--- config.mk ---
export PLATFORM = sky130hd
export DESIGN_NAME = four_input_rr_arbiter
export DESIGN_NICKNAME = d
export VERILOG_FILES = /design/src/rtl/four_input_rr_arbiter.sv
export SDC_FILE = /design/constraint.sdc
export NUM_CORES = 1
export LEC_CHECK = 0
export CAP_MARGIN = 20
export CORE_MARGIN = 2
export CORE_UTILIZATION = 55
export DETAILED_ROUTE_END_ITERATION = 7
export PLACE_DENSITY_LB_ADDON = 0.05
export SYNTH_ARGS = -nofsm -noshare
export SYNTH_HDL_FRONTEND = slang
export SYNTH_SLANG_ARGS = --single-unit
--- constraint.sdc ---
create_clock -name clk -period 5.45 [get_ports clk]
set_clock_uncertainty 0.05 [all_clocks]
set_input_delay 0.545 -clock clk [delete_from_list [all_inputs] [get_ports clk]]
set_output_delay 0.545 -clock clk [all_outputs]
set_load 0.02 [all_outputs]
--- src/rtl/four_input_rr_arbiter.sv ---
// Four-requester round-robin arbiter: registered one-hot grants, non-preemptive,
// bounded by a hold timeout, with one idle cycle between consecutive grants.
module four_input_rr_arbiter #(
    parameter int unsigned MAX_HOLD = 8,
    parameter int unsigned CNT_W    = 8
) (
    input  logic       clk,
    input  logic       rst,
    input  logic [3:0] req,
    input  logic       done,
    output logic       any_req,
    output logic [3:0] gnt,
    output logic [1:0] gnt_id,
    output logic       gnt_valid,
    output logic       timeout
);

    localparam int unsigned N_REQ = 4;
    localparam int unsigned ID_W  = 2;

    typedef enum logic [0:0] {
        ST_IDLE  = 1'b0,
        ST_GRANT = 1'b1
    } state_e;

    state_e            state_q, state_d;
    logic [N_REQ-1:0]  gnt_q, gnt_d;
    logic [ID_W-1:0]   gnt_id_q, gnt_id_d;
    logic              gnt_valid_q, gnt_valid_d;
    logic              timeout_q, timeout_d;
    logic [CNT_W-1:0]  cnt_q, cnt_d;
    logic [ID_W-1:0]   ptr_q, ptr_d;
    logic [ID_W-1:0]   pick_c;
    logic              owner_leaves_c;
    logic              hold_limit_c;

    // First set request bit at or after the priority pointer, wrapping mod 4.
    function automatic logic [ID_W-1:0] rr_pick(input logic [N_REQ-1:0] r,
                                                input logic [ID_W-1:0]  p);
        logic [ID_W-1:0] idx;
        logic [ID_W-1:0] pick;
        logic            hit;
        pick = p;
        hit  = 1'b0;
        for (int i = 0; i < int'(N_REQ); i++) begin
            idx = p + ID_W'(i);
            if (!hit && r[idx]) begin
                pick = idx;
                hit  = 1'b1;
            end
        end
        return pick;
    endfunction

    assign any_req        = |req;
    assign pick_c         = rr_pick(req, ptr_q);
    assign owner_leaves_c = done || !req[gnt_id_q];
    assign hold_limit_c   = (cnt_q == CNT_W'(MAX_HOLD - 1));

    always_ff @(posedge clk) begin
        if (rst) begin
            state_q     <= ST_IDLE;
            gnt_q       <= '0;
            gnt_id_q    <= '0;
            gnt_valid_q <= 1'b0;
            timeout_q   <= 1'b0;
            cnt_q       <= '0;
            ptr_q       <= '0;
        end else begin
            state_q     <= state_d;
            gnt_q       <= gnt_d;
            gnt_id_q    <= gnt_id_d;
            gnt_valid_q <= gnt_valid_d;
            timeout_q   <= timeout_d;
            cnt_q       <= cnt_d;
            ptr_q       <= ptr_d;
        end
    end

    always_comb begin
        state_d     = state_q;
        gnt_d       = gnt_q;
        gnt_id_d    = gnt_id_q;
        gnt_valid_d = gnt_valid_q;
        timeout_d   = 1'b0;
        cnt_d       = cnt_q;
        ptr_d       = ptr_q;

        unique case (state_q)
            ST_IDLE: begin
                gnt_d       = '0;
                gnt_valid_d = 1'b0;
                if (any_req) begin
                    gnt_d       = N_REQ'(1) << pick_c;
                    gnt_id_d    = pick_c;
                    gnt_valid_d = 1'b1;
                    cnt_d       = '0;
                    state_d     = ST_GRANT;
                end
            end
            ST_GRANT: begin
                // A voluntary release takes precedence over the hold limit.
                if (owner_leaves_c || hold_limit_c) begin
                    gnt_d       = '0;
                    gnt_valid_d = 1'b0;
                    ptr_d       = gnt_id_q + ID_W'(1);
                    state_d     = ST_IDLE;
                    timeout_d   = !owner_leaves_c;
                end else begin
                    cnt_d = cnt_q + CNT_W'(1);
                end
            end
            default: begin
                state_d = ST_IDLE;
            end
        endcase
    end

    assign gnt       = gnt_q;
    assign gnt_id    = gnt_id_q;
    assign gnt_valid = gnt_valid_q;
    assign timeout   = timeout_q;

endmodule
Yosys cells after proc, flatten, opt, wreduce, memory -nomap -nowiden --
Index checks and enable logic that the tools add are counted.
Cells by class: magnitude comparators 5, shifts and indexed selects 1, multiplexer cells 27, reduce and logical (&&, ||, !) cells 15, bitwise gates (word level) 2, equality and inequality tests 4, $add $sub $neg 5
Operator list (number):
- 8-bit two-way mux | 2
- 8-bit case mux with 2 select lines | 1
- 2-bit by 3-bit < comparator with 1-bit output (second input constant) | 5
- 1-bit two-way mux | 11
- 1-bit binary-select mux with 2-bit select | 5
- 8-bit by 1-bit adder with 8-bit output (second input constant) | 1
- 8-bit by 3-bit equality test with 1-bit output (second input constant) | 1
- 4-bit two-way mux | 2
- 4-bit case mux with 2 select lines | 1
- 2-bit two-way mux | 3
- 2-bit AND reduction | 3
- 1-bit logical NOT | 5
- 2-bit by 1-bit adder with 2-bit output (second input constant) | 2
- 2-bit adder (second input constant) | 2
- 2-bit inequality test (second input constant) | 2
- 1-bit case mux with 2 select lines | 2
- 4-bit OR reduction | 1
- 1-bit by 2-bit left shift with 4-bit output (first input constant) | 1
- 1-bit logical AND | 3
- 3-bit OR reduction | 1
- 1-bit logical OR | 2
- 2-bit by 1-bit inequality test with 1-bit output (second input constant) | 1
- 1-bit inverter | 2
Word-level totals: word-level logic and storage cells 66, output and inout port bits 9, input port bits 7, register bits 19

Depth between registers and ports, before layout --
depth in word-level cells 15, depth in mapped cells 7, depth with buffers taken out 6

Worst setup path after synthesis --
OpenSTA, ideal clock, no wires.
path kind reg-to-reg, start reg gnt_id_q[0] (netlist: gnt_id[0]), end reg cnt_q[7], clock period less this slack 1.758 ns, required time 5.282 ns, library setup time 0.118 ns, path buffers 0, path slack 3.692 ns, cell stages (with the launch flop) 6, arrival 1.590 ns, path through dfxtp_1 > mux4_2 > and3_1 > nand3_1 > xor2_1 > nor2_1
On the way: cells in the longest elaborated chain, start to end 7
Ends and longest elaborated chain:
- start, declared | RTL line 28 | logic [ID_W-1:0] gnt_id_q, gnt_id_d;
- start signal, assigned | RTL line 72 | gnt_id_q <= gnt_id_d;
- 1-bit binary-select mux with 2-bit select | RTL line 57 | assign owner_leaves_c = done || !req[gnt_id_q];
- 1-bit two-way mux (not written as such) | RTL line 57
- 1-bit logical NOT | RTL line 57
- 1-bit logical OR | RTL line 57
- 1-bit logical OR | RTL line 103 | if (owner_leaves_c || hold_limit_c) begin
- 2-bit inequality test (no source line)
- 2-bit AND reduction (no source line)
- end signal, assigned | RTL line 75 | cnt_q <= cnt_d;
- end, declared | RTL line 31 | logic [CNT_W-1:0] cnt_q, cnt_d;
Every way passes these cells. The select of a mux whose other input is x is not followed. A chain may end at the register's enable or synchronous reset.

Final worst setup path --
start in req[0], end out any_req
On the way: cells in the longest elaborated chain, start to end 1
Ends and longest elaborated chain:
- start, declared | RTL line 9 | input logic [3:0] req,
- 4-bit OR reduction | RTL line 55 | assign any_req = |req;
- end, declared | RTL line 11 | output logic any_req,
Every way passes these cells.

==> run_results.csv <==
group,metric,value,unit
cells_and_area,drive_gt1_share,10.3,%
routing,drt_wl_total,1960,um
placement,port_buffers,15,
routing,route.vias.total,817,
placement,place.detailed.hpwl,1470,um
critical_path,worstPathMaxFanout,7,
sta,report.final.hold_viol_count,0,
critical_path,timing.critical_path.required,4.86,ns
clock_network,cts.path.max_buffers,2,
sta,report.final.slew_viol_count,0,
synthesis,synth_flop_cell,"dfxtp_1",
global_route,use_met2,29.9,%
placement,finalWeightedCongestion,0.816,
routing,postRouteAntennaNets,0,
sta,worst_slew_margin_rel,64.6,%
synthesis,synth_seq_area_share,39.6,%
critical_path,arrival_time_worst_endpoint,2.18,ns
sta,max_slew.worst_pin.slew,0.529,ns
synthesis,yosys_register_bits,19,
cells_and_area,stdcell_count,143,
synthesis,post_synth_inst_count,110,
pwr,vdd_drop_max,0.149,mV
placement,placedInstanceArea,0.00112,mm^2
global_route,gr-total-overflow,0,
routing,drt_iter0_markers,31,
clock_network,post_cts_repair_resize_count,0,
synthesis,post_synth_most_frequent_cells,"nor2_1 (21), dfxtp_1 (19)",
sta,fin_setup_tns,0,ns
clock_network,hold_fix_buffer_count_after_cts,0,
synthesis,synth.cell_area,960,um^2
synthesis,yosys_warnings,0,
global_route,antenna_found_initial,0,
clock_network,tritoncts.num_buffers,3,
global_route,layer_with_the_highest_usage,"met1",
synthesis,post-synth-top-area-cell,"dfxtp_1",
synthesis,yosys.cell_count.top_type,"nor2_1",
die,floorplan.io_pins,16,
worst_hold_path,hold_path_class,"flop to flop",
routing,avgViaCountPerCell,5.71,
global_route,groute.layer.met3.usage,3.17,%
sta,min_period_over_period,50.9,%
global_route,largest_net_degree_at_the_start_of_global_routing,16,
die,floorplan_die_area,0.00209,mm^2
global_route,groute.usage.overall,21.0,%
cells_and_area,areaGrowthSynthToFinish,19.3,%
critical_path,worst-r2r-setup-slack,3.57,ns
synthesis,yosys-top-cells-area,"dfxtp_1 (40%), nor2_1 (8.2%), xor2_1 (4.6%), a21oi_1 (2.6%), and3_1 (2.6%)",
global_route,wire_length_of_the_first_global_routing_pass,3140,um
sta,max_freq,361,MHz
status,run_status,"finished, final reports clean",
synthesis,synthesized_nets,118,
routing,routedWlPerCell,13.7,um
clock_network,cts-htree-levels,1,
cells_and_area,final_nets,135,
pwr,leak_pwr,0.000431,uW
critical_path,setup.worst_path.start_class,"primary input",
clock_network,path_clk_slew,0.11,ns
synthesis,post_synth.cell_area_avg,8.72,um^2
die,initial_utilization,56.8,%
cells_and_area,post-route-cell-area,0.00114,mm^2
global_route,via_count_of_the_first_global_routing_pass,697,
critical_path,criticalPathCategory,"primary input to primary output",
synthesis,synth_edf_count,0,
sta,rsz0062_at_grt,"no",
critical_path,worstSetupEndpointType,"primary output",
sta,finalWorstPathRequiredPeriod,2.77,ns
die,floorplan.rows,15,
synthesis,synth-async-reset-ratio,0,%
pwr,power.density_cell_area,251,mW/mm^2
clock_network,tritoncts,"built",
die,core_region,0.00169,mm^2
clock_network,root_cell_of_the_clock_tree,"clkbuf_4",
routing,number_of_search_and_repair_iterations_in_the_first_detailed_routing_pass,4,
global_route,met1_usage,30.0,%
die,die_h,45.8,um
run,max-cap-violations,0,
sta,setup_viol_count_final,0,
cells_and_area,insertedDiodeCount,0,
die,die_width,45.8,um
clock_network,cts_sinks,19,
clock_network,cts_post_setup_buffers_inserted,0,
routing,drc_errors,0,
synthesis,synth_top_cell_area_share,39.6,%
placement,numPlacedInstances,139,
synthesis,synth_cell_types,40,
clock_network,clk-insertion-delay-late,0.31,ns
pwr,pwr_total,287,uW
==> per-stage QoR <==
stage,setup slack [ns],hold slack [ns],utilization (%)
floorplan,3.69,0.431,-
global placement,2.77,0.383,66.1
detailed placement,2.71,0.388,66.1
CTS,2.70,0.405,67.8
global route,2.56,0.440,67.8
finish,2.68,0.398,67.8
==> cell families after synthesis <==
logic type                 count (synthesis)  synth area share [%]
buffers and inverters                      6                  2.61
adders and majority gates                  1                  1.30
xor gates and xnor gates                   5                  4.56
AOI/OAI and AO/OA                         21                  15.9
DFF                                       19                  39.6
muxes                                      4                  6.00
and+or+nand+nor                           54                  30.0
==> report_power, final <==
part           internal [uW]  switching (uW)
clock network           27.4            47.9
logic                   27.6            32.5
registers                145            6.28
==> placed cells by master (no fill, tap or decap), types with 2 or more instances in the layout <==
cell	n
a21oi_1	5
a22oi_1	2
and3_1	4
clkbuf_4	3
clkdlybuf4s50_1	15
dfxtp_1	19
inv_1	2
mux2i_1	2
nand2_1	5
nand2b_1	2
nand3_1	4
nand4_1	2
nor2_1	21
nor2b_1	3
nor3_1	5
o21ai_1	2
or2_1	2
xor2_1	5
==> flip-flops by register name, indices dropped and copies added (netlist names) <==
register	cells
cnt_q	8
gnt	4
gnt_id	2
gnt_valid	1
ptr_q	2
state_q	1
timeout	1
==> critical path: stages <==
cell and delay (ns):
clkdlybuf4s50_1 0.51, nor4_1 0.48, inv_1 0.09, clkdlybuf4s50_1 0.55
==> metal layers <==
layer,share of wire (%),vias up
met5,0,-
met4,2.1,0
met3,2.7,5
met2,44,18
met1,51,373
li1,-,421
==> cell type report <==
class	instances	area (um^2)
clock buffers	3	22.5
clock inverters	1	5.00
fillers	145	544
inverters	3	11.3
multi-input cells	85	554
flip-flops and latches	19	380
well taps	17	21.3
repair buffers	15	150
==> path summary, 6_finish.rpt <==
| check | depth (start not counted) | endpoint | from |
|---|---|---|---|
| hold / removal | 2 | gnt[2] | gnt[2] |
| hold reg to reg | 2 | gnt[2] | gnt[2] |
| setup reg to reg | 6 | ptr_q[0] | cnt_q[0] |
| setup / recovery | 4 | any_req | req[0] |
Power figures use the tool's default switching activity.
==> variant (same settings) <==
Put one more register stage on the output `timeout`, with the module's reset. The value now appears one clock later. The other outputs are not delayed to match. Comments in the files are not updated.
--- a/src/rtl/four_input_rr_arbiter.sv
+++ b/src/rtl/four_input_rr_arbiter.sv
@@ -120,5 +120,11 @@
     assign gnt_id    = gnt_id_q;
     assign gnt_valid = gnt_valid_q;
-    assign timeout   = timeout_q;
+    always_ff @(posedge clk) begin
+        if (rst) begin
+            timeout <= '0;
+        end else begin
+            timeout <= timeout_q;
+        end
+    end
 
 endmodule
Behaviour: not the same (a bounded check fails within 10 cycles, from zero or initial values and one cycle with rst high).
==> variant against the original RTL <==
- sequential cell count up 1
- sequential power up 4%
- maximum frequency up 1.2%
- worst setup slack better by 0.032 ns
- area after synthesis up 0.78%
- worst hold slack better by 0.010 ns
- wire length up 0.77%
- cell area up 1.9%
- total power up 17%
- global-route usage down 0.33 points
==> variant: results (changes against the original RTL) <==
- Post-detailed-route via-to-cell ratio: 5.61 (-1.8%)
- Number of detailed-routing iterations run before antenna repair: 4 (unchanged)
- Synth top area cells: sky130_fd_sc_hd__dfxtp_1 41%, sky130_fd_sc_hd__nor2_1 5.4%, sky130_fd_sc_hd__nand2_1 4.7%, sky130_fd_sc_hd__a21oi_1 3.6%, sky130_fd_sc_hd__xor2_1 3.6%
- Overall routed net length: 1970 um (+0.77%)
- Count of input and output buffers: 15 (unchanged)
- Met3 wire length: 34 um (-36%)
- Initial DRC Count: 7 (-77%)
- Post-synthesis mux area share: 3.36% (-2.6 points)
- Synth Net Count: 121 (+2.5%)
- Sw Ratio: 25.3% (-4.9 points)
- Worst EP arrival: 2.15 ns (-0.03 ns)
- Portion of the post-synthesis area used by sequential elements: 41.4% (+1.8 points)
- Met2 layer wire length in the routed design: 1030 um (+19%)
- Worst ir drop on vdd: 159 uV (+6.5%)
- Post-synthesis cell type count: 39 (-2.5%)
- Compound-gate portion of the synthesized area: 12.4% (-3.5 points)
- Estimated wirelength of the detail-placed design: 1460 um (-0.18%)
- Sequential power share: 47.2% (-5.6 points)
- GR Layer Usage met1: 24.8% (-5.2 points)
- Slew HR: 55.6% (-9.0 points)
- Final Power: 0.336 mW (+17%)
- Fraction of synthesized cell area in xor and xnor cells: 4.53% (-0.035 points)
- Weighted congestion reported at the end of routability-driven placement: 0.825 (+1.1%)
- Number of vias after detailed routing: 819 (+0.24%)
- Nets: 138 (+2.2%)
- Routed length on met1: 878 um (-12%)
- Gr usage total: 20.7% (-0.33 points)
- Result of the run: completed
- Power share of the combinational group: 15.6% (-5.3 points)
- Met3 track utilization from global routing: 3.57% (+0.40 points)
- Post-CTS clock slew at the launch and capture registers of the worst setup and hold paths: 0.13 ns (+0.02 ns)
- Post-detailed-placement cell area: 0.00111 mm2 (-0.34%)
- Worst-Skew Late Latency: 0.32 ns
- Static leakage: 0.434 nW (+0.81%)
- Cell count after synthesis: 113 (+2.7%)
- Vias in the first global route: 716 (+2.7%)
- GR Util met2: 36.7% (+6.8 points)
- Worst slack, placed: 2.69 ns (-0.0218 ns)
- Share of cells above drive strength 1: 10.9% (+0.54 points)
## variant: cell count changes after synthesis, moves of 3 or more
cell / delta
sky130_fd_sc_hd__nand2_1: +7
sky130_fd_sc_hd__nor2_1: -7
sky130_fd_sc_hd__o21ai_0: +5
sky130_fd_sc_hd__nor3_1: -3
sky130_fd_sc_hd__o31ai_1: +3
## variant: worst paths after layout
kind,startpoint,cells past startpoint,slack [ns],endpoint
worst max-delay path,req[0],4,2.71,any_req
worst min-delay path,timeout_q$_SDFF_PP0_,1,0.41,timeout$_SDFF_PP0_
worst max register to register,cnt_q[3]$_SDFFE_PP0P_,5,3.68,ptr_q[0]$_SDFFE_PP0P_
worst min register to register,timeout_q$_SDFF_PP0_,1,0.41,timeout$_SDFF_PP0_
## variant: area by class of cell
type	count	area [um2]
Timing Repair Buffer	15	150
Fill cell	149	523
Multi-Input combinational cell	87	531
Tap cell	17	21.3
Clock inverter	1	30.0
Inverter	3	11.3
Clock buffer	3	22.5
Sequential cell	20	400
